<file path="src/rtl/alu_pkg.sv">
// Shared ALU package: opcode constants used by every block that drives the
// shared 16-bit ALU, plus the state encoding of the multiply sequencer.
package alu_pkg;

   // ALU operation select codes
   localparam logic [3:0] OP_ROL = 4'b0000;
   localparam logic [3:0] OP_SLL = 4'b0001;
   localparam logic [3:0] OP_SRA = 4'b0010;
   localparam logic [3:0] OP_SRL = 4'b0011;
   localparam logic [3:0] OP_ADD = 4'b0100;
   localparam logic [3:0] OP_AND = 4'b0101;
   localparam logic [3:0] OP_OR  = 4'b0110;
   localparam logic [3:0] OP_XOR = 4'b0111;

   // Multiply sequencer states
   typedef enum logic [2:0] {
      IDLE   = 3'd0,
      CALC   = 3'd1,
      NEG_LO = 3'd2,
      NEG_HI = 3'd3,
      DONE   = 3'd4
   } mul_state_e;

   // True in the states where the sequencer drives the shared ALU
   function automatic logic owns_alu(input mul_state_e st);
      logic own_v;
      case (st)
         CALC, NEG_LO, NEG_HI: own_v = 1'b1;
         default:              own_v = 1'b0;
      endcase
      return own_v;
   endfunction

endpackage

</file>
<file path="src/rtl/mul_seq_fsm.sv">
// Control FSM of the multiply sequencer: state register, iteration counter
// and next-state logic. The optional negate states exist only when
// MUL_SIGNED_EN is defined.
module mul_seq_fsm
   import alu_pkg::*;
#(
   parameter int WIDTH = 16,
   parameter int CNT_W = 5
) (
   input  logic       clk,
   input  logic       rst,
   input  logic       req_valid,
   input  logic       rsp_ready,
`ifdef MUL_SIGNED_EN
   input  logic       neg_flag,
`endif
   output mul_state_e state,
   output logic       accept,
   output logic       done_entry,
   output logic       own_next
);

   mul_state_e       state_r;
   mul_state_e       state_nx_s;
   logic [CNT_W-1:0] cnt_r;
   logic             accept_s;

   // Next-state decode; a request is only taken while idle
   always_comb begin
      state_nx_s = state_r;
      accept_s   = 1'b0;
      case (state_r)
         IDLE: begin
            if (req_valid) begin
               state_nx_s = CALC;
               accept_s   = 1'b1;
            end else begin
               state_nx_s = IDLE;
            end
         end
         CALC: begin
            if (cnt_r == CNT_W'(1)) begin
`ifdef MUL_SIGNED_EN
               state_nx_s = neg_flag ? NEG_LO : DONE;
`else
               state_nx_s = DONE;
`endif
            end else begin
               state_nx_s = CALC;
            end
         end
`ifdef MUL_SIGNED_EN
         NEG_LO: state_nx_s = NEG_HI;
         NEG_HI: state_nx_s = DONE;
`endif
         DONE: begin
            if (rsp_ready) begin
               state_nx_s = IDLE;
            end else begin
               state_nx_s = DONE;
            end
         end
         default: state_nx_s = IDLE;
      endcase
   end

   // State register
   always_ff @(posedge clk or posedge rst) begin
      if (rst) begin
         state_r <= IDLE;
      end else begin
         state_r <= state_nx_s;
      end
   end

   // Iteration counter: loaded with WIDTH at accept, one step per CALC cycle
   always_ff @(posedge clk or posedge rst) begin
      if (rst) begin
         cnt_r <= '0;
      end else if (accept_s) begin
         cnt_r <= CNT_W'(WIDTH);
      end else if (state_r == CALC) begin
         cnt_r <= cnt_r - CNT_W'(1);
      end else begin
         cnt_r <= cnt_r;
      end
   end

   assign state      = state_r;
   assign accept     = accept_s;
   assign done_entry = (state_nx_s == DONE) && (state_r != DONE);
   assign own_next   = owns_alu(state_nx_s);

endmodule

</file>
<file path="src/rtl/alu_mul_seq.sv">
// Multi-cycle shift-add multiplier that borrows the shared ALU, one add per
// cycle, with valid/ready request and response handshakes.
// Optional feature macro: MUL_SIGNED_EN (adds req_signed and the two-cycle
// result negation through the ALU).
module alu_mul_seq
   import alu_pkg::*;
#(
   parameter int WIDTH = 16,
   parameter int CNT_W = 5
) (
   input  logic             clk,
   input  logic             rst,
   input  logic             req_valid,
   output logic             req_ready,
   input  logic [WIDTH-1:0] req_a,
   input  logic [WIDTH-1:0] req_b,
`ifdef MUL_SIGNED_EN
   input  logic             req_signed,
`endif
   output logic             rsp_valid,
   input  logic             rsp_ready,
   output logic [WIDTH-1:0] rsp_hi,
   output logic [WIDTH-1:0] rsp_lo,
   output logic             alu_own,
   output logic [WIDTH-1:0] alu_InA,
   output logic [WIDTH-1:0] alu_InB,
   output logic             alu_Cin,
   output logic [3:0]       alu_Oper,
   output logic             alu_invA,
   output logic             alu_invB,
   output logic             alu_sign,
   input  logic [WIDTH-1:0] alu_Out,
   input  logic             alu_CF
);

   mul_state_e       state_s;
   logic             accept_s;
   logic             done_entry_s;
   logic             own_next_s;

   logic [WIDTH-1:0] acc_r;
   logic [WIDTH-1:0] mplr_r;
   logic [WIDTH-1:0] mcand_r;
   logic [WIDTH-1:0] acc_d_s;
   logic [WIDTH-1:0] mplr_d_s;
   logic [WIDTH-1:0] a_load_s;
   logic [WIDTH-1:0] b_load_s;
   logic [2*WIDTH-1:0] shift_s;

   logic             rsp_valid_r;
   logic [WIDTH-1:0] rsp_hi_r;
   logic [WIDTH-1:0] rsp_lo_r;
   logic             alu_own_r;

`ifdef MUL_SIGNED_EN
   logic             neg_flag_r;
   logic             borrow_r;
`endif

   mul_seq_fsm #(
      .WIDTH (WIDTH),
      .CNT_W (CNT_W)
   ) u_fsm (
      .clk        (clk),
      .rst        (rst),
      .req_valid  (req_valid),
      .rsp_ready  (rsp_ready),
`ifdef MUL_SIGNED_EN
      .neg_flag   (neg_flag_r),
`endif
      .state      (state_s),
      .accept     (accept_s),
      .done_entry (done_entry_s),
      .own_next   (own_next_s)
   );

`ifdef MUL_SIGNED_EN
   // Signed requests load operand magnitudes; 0x8000 maps onto itself,
   // which is the correct unsigned magnitude
   always_comb begin
      a_load_s = (req_signed && req_a[WIDTH-1]) ? (~req_a + WIDTH'(1)) : req_a;
      b_load_s = (req_signed && req_b[WIDTH-1]) ? (~req_b + WIDTH'(1)) : req_b;
   end
`else
   // Unsigned only: operands load unchanged
   always_comb begin
      a_load_s = req_a;
      b_load_s = req_b;
   end
`endif

   // One shift-add step: carry, sum and multiplier shifted right as one word
   assign shift_s = {alu_CF, alu_Out, mplr_r[WIDTH-1:1]};

   // Next values of the accumulator and multiplier registers
   always_comb begin
      acc_d_s  = acc_r;
      mplr_d_s = mplr_r;
      case (state_s)
         IDLE: begin
            acc_d_s  = accept_s ? '0 : acc_r;
            mplr_d_s = accept_s ? b_load_s : mplr_r;
         end
         CALC: begin
            acc_d_s  = shift_s[2*WIDTH-1:WIDTH];
            mplr_d_s = shift_s[WIDTH-1:0];
         end
`ifdef MUL_SIGNED_EN
         NEG_LO: mplr_d_s = alu_Out;
         NEG_HI: acc_d_s  = alu_Out;
`endif
         default: begin
            acc_d_s  = acc_r;
            mplr_d_s = mplr_r;
         end
      endcase
   end

   // ALU drive mux; everything is zero whenever the ALU is not owned
   always_comb begin
      alu_InA  = '0;
      alu_InB  = '0;
      alu_Cin  = 1'b0;
      alu_Oper = 4'b0000;
      alu_invA = 1'b0;
      alu_invB = 1'b0;
      case (state_s)
         CALC: begin
            alu_InA  = acc_r;
            alu_InB  = mplr_r[0] ? mcand_r : '0;
            alu_Oper = OP_ADD;
         end
`ifdef MUL_SIGNED_EN
         NEG_LO: begin
            alu_InA  = mplr_r;
            alu_invA = 1'b1;
            alu_Cin  = 1'b1;
            alu_Oper = OP_ADD;
         end
         NEG_HI: begin
            alu_InA  = acc_r;
            alu_invA = 1'b1;
            alu_Cin  = borrow_r;
            alu_Oper = OP_ADD;
         end
`endif
         default: begin
            alu_InA  = '0;
            alu_InB  = '0;
            alu_Cin  = 1'b0;
            alu_Oper = 4'b0000;
         end
      endcase
   end

   // Datapath registers: accumulator, multiplier, multiplicand
   always_ff @(posedge clk or posedge rst) begin
      if (rst) begin
         acc_r   <= '0;
         mplr_r  <= '0;
         mcand_r <= '0;
      end else begin
         acc_r   <= acc_d_s;
         mplr_r  <= mplr_d_s;
         mcand_r <= accept_s ? a_load_s : mcand_r;
      end
   end

`ifdef MUL_SIGNED_EN
   // Sign of the result captured at accept; borrow carried from NEG_LO to NEG_HI
   always_ff @(posedge clk or posedge rst) begin
      if (rst) begin
         neg_flag_r <= 1'b0;
         borrow_r   <= 1'b0;
      end else begin
         neg_flag_r <= accept_s ? (req_signed & (req_a[WIDTH-1] ^ req_b[WIDTH-1])) : neg_flag_r;
         borrow_r   <= (state_s == NEG_LO) ? alu_CF : borrow_r;
      end
   end
`endif

   // Response registers: loaded with the final product on entry to DONE and
   // held until the consumer takes it
   always_ff @(posedge clk or posedge rst) begin
      if (rst) begin
         rsp_valid_r <= 1'b0;
         rsp_hi_r    <= '0;
         rsp_lo_r    <= '0;
      end else if (done_entry_s) begin
         rsp_valid_r <= 1'b1;
         rsp_hi_r    <= acc_d_s;
         rsp_lo_r    <= mplr_d_s;
      end else if (rsp_valid_r && rsp_ready) begin
         rsp_valid_r <= 1'b0;
         rsp_hi_r    <= rsp_hi_r;
         rsp_lo_r    <= rsp_lo_r;
      end else begin
         rsp_valid_r <= rsp_valid_r;
         rsp_hi_r    <= rsp_hi_r;
         rsp_lo_r    <= rsp_lo_r;
      end
   end

   // ALU ownership flag, registered from the next state
   always_ff @(posedge clk or posedge rst) begin
      if (rst) begin
         alu_own_r <= 1'b0;
      end else begin
         alu_own_r <= own_next_s;
      end
   end

   assign req_ready = (state_s == IDLE);
   assign rsp_valid = rsp_valid_r;
   assign rsp_hi    = rsp_hi_r;
   assign rsp_lo    = rsp_lo_r;
   assign alu_own   = alu_own_r;
   assign alu_sign  = 1'b0;

endmodule

</file>
<file path="config.mk">
export PLATFORM = sky130hd
export DESIGN_NAME = alu_mul_seq
export DESIGN_NICKNAME = d
export VERILOG_FILES = /design/src/rtl/alu_pkg.sv /design/src/rtl/mul_seq_fsm.sv /design/src/rtl/alu_mul_seq.sv
export SDC_FILE = /design/constraint.sdc
export NUM_CORES = 1
export LEC_CHECK = 0
export BUFFER_PORTS_ARGS = -buffer_cell sky130_fd_sc_hd__buf_2
export CORE_MARGIN = 3
export CORE_UTILIZATION = 45
export CTS_BUF_LIST = sky130_fd_sc_hd__clkbuf_16
export DETAILED_ROUTE_END_ITERATION = 8
export MAX_ROUTING_LAYER = met4
export PLACE_DENSITY_LB_ADDON = 0.08
export SLEW_MARGIN = 15
export SYNTH_ARGS = -nofsm -noshare
export SYNTH_HDL_FRONTEND = slang
export SYNTH_SLANG_ARGS = --single-unit
export TNS_END_PERCENT = 20
</file>
<file path="constraint.sdc">
create_clock -name clk -period 5.1 [get_ports clk]
set_input_delay 1.02 -clock clk [delete_from_list [all_inputs] [get_ports clk]]
set_output_delay 1.02 -clock clk [all_outputs]
set_load 0.01 [all_outputs]
</file>
==> results of run 1 <==
[Yosys cell counts (2+ instances only)]
master | n | area share
a21oi_1 | 2 | 0.0026
inv_1 | 4 | 0.0039
buf_6 | 3 | 0.0087
and3_2 | 12 | 0.023
o21ai_0 | 19 | 0.025
nor2_1 | 3 | 0.0029
and2_1 | 16 | 0.026
dfrtp_1 | 89 | 0.57
a22o_1 | 16 | 0.036
and3_1 | 36 | 0.058
ha_1 | 2 | 0.0064
a21o_2 | 8 | 0.018
clkbuf_1 | 20 | 0.019
a22oi_1 | 16 | 0.031
nand2_1 | 69 | 0.067
mux2i_1 | 2 | 0.0052
a21o_1 | 24 | 0.046
buf_2 | 3 | 0.0039
buf_4 | 7 | 0.014
[layer usage]
metal	wire length, um	vias up
met3	545	6
met4	54	0
met5	0	-
li1	-	1456
met1	4110	1418
met2	4250	93
[final timing paths]
| check | cells after the start | slack [ps] | from | to |
|---|---|---|---|---|
| max | 5 | 1440 | u_fsm.state[0]$_DFF_PP0_ | alu_InB[4] |
| max reg2reg | 5 | 2170 | u_fsm.state[0]$_DFF_PP0_ | rsp_hi[6]$_DFFE_PP0P_ |
| max in group asynchronous | 3 | 3250 | rst | mplr_r[3]$_DFF_PP0_ |
| min reg2reg | 2 | 470 | mcand_r[11]$_DFFE_PP0P_ | mcand_r[11]$_DFFE_PP0P_ |
| min | 2 | 470 | mcand_r[11]$_DFFE_PP0P_ | mcand_r[11]$_DFFE_PP0P_ |
| min in group asynchronous | 2 | 800 | rst | mcand_r[6]$_DFFE_PP0P_ |
[worst max-delay path: stages, from the launching register on]
cell and delay (ps):
dfrtp_1 840, nand2b_1 240, inv_2 490, buf_4 420
and3_1 200, buf_2 130
[per-stage QoR]
stage | utilization | worst slack (ps) | cells | power (mW)
floorplan | - | 1770 | 372 | 1.83
global placement | 0.540 | 1880 | 567 | 2.18
detailed placement | 0.540 | 1790 | 567 | 2.21
CTS | 0.580 | 1430 | 583 | 2.93
global route | 0.580 | 1160 | 583 | 3.10
finish | 0.580 | 1440 | 583 | 2.89
[where the power goes]
group	switching [mW]	leakage, nW	internal (mW)
clock network	0.275	0.156	0.433
logic	0.504	1.55	0.451
registers	0.214	1.11	1.02
[kinds of logic (layout without fill, tap and decap cells)]
family	after synthesis	after routing	synth area share
AND/OR/NAND/NOR	146	146	0.199
buffers and inverters	39	145	0.0513
AO/OA/AOI/OAI	87	87	0.163
flip-flops	89	89	0.574
adder cells (fa/ha/maj)	2	2	0.00645
other	1	7	0.000967
multiplexers	2	2	0.00516
[registers in the layout, indices dropped and copies added, names as in the netlist]
name,count
mplr_r,16
mcand_r,16
rsp_lo,16
rsp_hi,16
u_fsm.cnt_r,5
alu_own,1
rsp_valid,1
acc_r,16
u_fsm.state,2
[final cells by class]
cell class                 count  area, sq um
timing repair buffer         124          631
multi-input combinational    244         1480
sequential                    89         2230
clock buffer                   9          225
tap                          105          131
fill                         768         3490
inverter                       5         20.0
clock inverter                 7          103
==> results.sh, run 1 <==
export IMPL_dr_pass1_iters=5
export IMPL_fin_hold_ws_ps=470
export IMPL_drc=0
export IMPL_report_final_slew_viol_count=0
export IMPL_vias=2973
export IMPL_async_flop_share=1.00
export IMPL_cts_tree="yes"
export IMPL_cts_max_path_buffers=2
export IMPL_critPathCaptureType="primary output"
export IMPL_synthFlopType="dfrtp_1"
export IMPL_synthCells=366
export IMPL_place_area_sq_mm=0.00449
export IMPL_hpwl_mm=6.06
export IMPL_grt_usage=0.194
export IMPL_period_minus_slack_ps=3660
export IMPL_io_buffers=120
export IMPL_grt_overflow=0
export IMPL_critPathLaunchType="register"
export IMPL_wirelength_mm=8.96
export IMPL_synth_seq_cells=89
export IMPL_fmax_ghz=0.273
export IMPL_gp_congestion=0.792
export IMPL_worstSkewPairLatency_ps=330
export IMPL_setup_violations=0
export IMPL_ys_seq_area_frac=0.574
export IMPL_timing_final_crit_share=0.718
export IMPL_start_util=0.468
export IMPL_io_pins=128
export IMPL_grt_max_degree=48
export IMPL_synth_cell_type_count=34
export IMPL_vdd_drop_max_mv=0.264
export IMPL_use_met2=0.294
export IMPL_grt_pass1_wl_mm=14.9
export IMPL_final_cell_mix="buf_2 (120), dfrtp_1 (89), nand2_1 (69)"
export IMPL_cts_buffers=9
export IMPL_setup_tns_ps=0
export IMPL_power_density_mw_per_mm2=601
export IMPL_rows=33
export IMPL_use_met3=0.0425
export IMPL_grt_setup_unrepaired="false"
export IMPL_final_antenna_net_count=0
export IMPL_numClockSinks=89
export IMPL_fp_dieArea_sq_mm=0.00977
export IMPL_hold_buffers=0
export IMPL_avgSynthCellArea_sq_um=10.6
export IMPL_dr_first_iter_drc_count=116
export IMPL_mostFrequentLayoutCell="buf_2"
export IMPL_synth_edf_count=0
export IMPL_relSlewSlack=0.271
export IMPL_grt_busiest_layer="met2"
export IMPL_syn_to_final_growth_pct=24.1
export IMPL_syn_cell_area_sq_mm=0.00388
export IMPL_drive_above_1_share=0.349
export IMPL_required_ps=4080
export IMPL_die_w_um=98.9
export IMPL_leakage_nw=2.81
export IMPL_hold_viol=0
export IMPL_worstMarginPinSlew_ps=1090
export IMPL_post_cts_repair_setup_buffers=0
export IMPL_status="finished clean"
export IMPL_use_met1=0.263
export IMPL_crit_fanout=42
export IMPL_die_y_um=98.9
export IMPL_clock_skew_ps=7.92
export IMPL_vias_per_cell=5.10
export IMPL_wl_per_cell_um=15.4
export IMPL_cts_max_level=3
export IMPL_worstSetupPathType="reg -> out"
export IMPL_design_area_sq_mm=0.00481
export IMPL_antenna_found_initial=0
export IMPL_cts_root_buf="clkbuf_16"
export IMPL_core_area_sq_mm=0.00830
export IMPL_ctsResizeCount=0
export IMPL_cap_viol_max_count=0
export IMPL_synth_warnings=0
export IMPL_nets=528
export IMPL_cp_data_arrival_time_ps=2640
export IMPL_num_antenna_cells=0
export IMPL_grt_pass1_vias=2989
export IMPL_path_clk_slew_ps=60
export IMPL_hp_class="reg -> reg"
No activity file was read; power rests on OpenSTA's default activity.
==> run 2, diff against run 1 <==
==> constraint.sdc (replaced) <==
create_clock -name clk -period 3.05 [get_ports clk]
set_input_delay 0.61 -clock clk [delete_from_list [all_inputs] [get_ports clk]]
set_output_delay 0.61 -clock clk [all_outputs]
set_load 0.01 [all_outputs]
==> results.sh, run 2 (synthesis results as in run 1) <==
export IMPL_status="finished clean"
export IMPL_period_minus_slack_ps=2550
export IMPL_totalPowerFinal_mw=4.83
export IMPL_hp_class="in -> async"
export IMPL_critPathLaunchType="register"
export IMPL_cap_viol_max_count=0
export IMPL_path_clk_slew_ps=60
export IMPL_leakage_nw=2.83
export IMPL_cts_root_buf="clkbuf_16"
export IMPL_vias=3076
export IMPL_setup_violations=0
export IMPL_worstSetupPathType="reg -> out"
export IMPL_relSlewSlack=0.245
export IMPL_hpwl_mm=6.11
export IMPL_hold_buffers=0
export IMPL_cts_buffers=9
export IMPL_crit_chain="nand2b_1 -> inv_2 -> buf_4 -> and3_1 -> buf_2"
export IMPL_grt_pass1_wl_mm=15.0
export IMPL_nets=531
export IMPL_rows=33
export IMPL_fmax_ghz=0.393
export IMPL_report_final_slew_viol_count=0
export IMPL_final_cell_mix="buf_2 (120), dfrtp_1 (89), nand2_1 (69)"
export IMPL_final_antenna_net_count=0
export IMPL_antenna_found_initial=0
export IMPL_fp_dieArea_sq_mm=0.00977
export IMPL_core_area_sq_mm=0.00830
export IMPL_design_area_sq_mm=0.00483
export IMPL_setup_tns_ps=0
export IMPL_worst_path_largest_cell_delay_ps=440
export IMPL_die_w_um=98.9
export IMPL_grt_pass1_vias=3039
export IMPL_worstSkewPairLatency_ps=330
export IMPL_clock_skew_ps=7.43
export IMPL_numClockSinks=89
export IMPL_grt_usage=0.196
export IMPL_cts_max_level=3
export IMPL_gp_congestion=0.756
export IMPL_wirelength_mm=9.20
export IMPL_num_antenna_cells=0
export IMPL_timing_final_crit_share=0.835
export IMPL_die_y_um=98.9
export IMPL_cts_tree="yes"
export IMPL_path_delay_family="buffers and inverters"
export IMPL_cts_max_path_buffers=2
export IMPL_dr_pass1_iters=4
export IMPL_critPathLaunch="u_fsm.state[2]$_DFF_PP0_"
export IMPL_hold_viol=0
export IMPL_syn_to_final_growth_pct=24.6
export IMPL_drive_above_1_share=0.347
export IMPL_crit_fanout=54
export IMPL_post_cts_repair_setup_buffers=0
export IMPL_place_area_sq_mm=0.00452
export IMPL_grt_overflow=0
export IMPL_start_util=0.468
export IMPL_grt_setup_unrepaired="false"
export IMPL_required_ps=2440
export IMPL_dr_first_iter_drc_count=142
export IMPL_worstMarginPinSlew_ps=1130
export IMPL_final_cells=586
export IMPL_io_pins=128
export IMPL_critPathSlowestCell="buf_4"
export IMPL_vdd_drop_max_mv=0.461
export IMPL_ctsResizeCount=0
export IMPL_drc=0
export IMPL_mostFrequentLayoutCell="buf_2"
export IMPL_wl_per_cell_um=15.7
export IMPL_cp_data_arrival_time_ps=1940
export IMPL_critical_path_buf_inv_count=3
export IMPL_critPathCaptureType="primary output"
export IMPL_power_density_mw_per_mm2=999
export IMPL_io_buffers=120
export IMPL_fin_util=0.582
export IMPL_dp_cells=570
export IMPL_vias_per_cell=5.25
export IMPL_grt_max_degree=57
export IMPL_r2r_start="u_fsm.state[2]$_DFF_PP0_"
-- run 2: area by class of cell --
class                           instances  area (sq um)
Sequential cell                        89          2230
Timing Repair Buffer                  127           666
Clock buffer                            9           225
Fill cell                             756          3470
Tap cell                              105           131
Clock inverter                          7          87.6
Inverter                                5          20.0
Multi-Input combinational cell        244          1480
-- run 2: layer usage --
layer / track usage / part of all wire
met4: 0.0441 / 0.0052
met3: 0.0446 / 0.050
met1: 0.265 / 0.46
met5: - / 0
met2: 0.303 / 0.48
-- run 2: through the flow --
stage | hold slack, ps | worst slack [ps]
2_1_floorplan | 437 | 133
3_3_place_gp | 449 | 853
3_5_place_dp | 454 | 827
4_1_cts | 341 | 502
5_1_grt | 363 | 347
6_report | 324 | 504
-- run 2: final timing paths --
| kind | cells past startpoint | slack (ps) | endpoint |
|---|---|---|---|
| max | 5 | 500 | alu_InB[1] |
| min | 2 | 320 | mcand_r[3]$_DFFE_PP0P_ |
| max reg2reg | 5 | 830 | rsp_hi[0]$_DFFE_PP0P_ |
| min reg2reg | 2 | 460 | mcand_r[3]$_DFFE_PP0P_ |
| max in group asynchronous | 3 | 2030 | acc_r[15]$_DFF_PP0_ |
| min in group clk | 2 | 460 | mcand_r[3]$_DFFE_PP0P_ |
-- run 2: report_power, final --
part	leakage (nW)	total, mW	switching [mW]	internal (mW)
combinational	1.57	1.65	0.884	0.769
sequential	1.11	2.03	0.328	1.70
clock	0.156	1.15	0.438	0.710
total	2.83	4.83	1.65	3.18
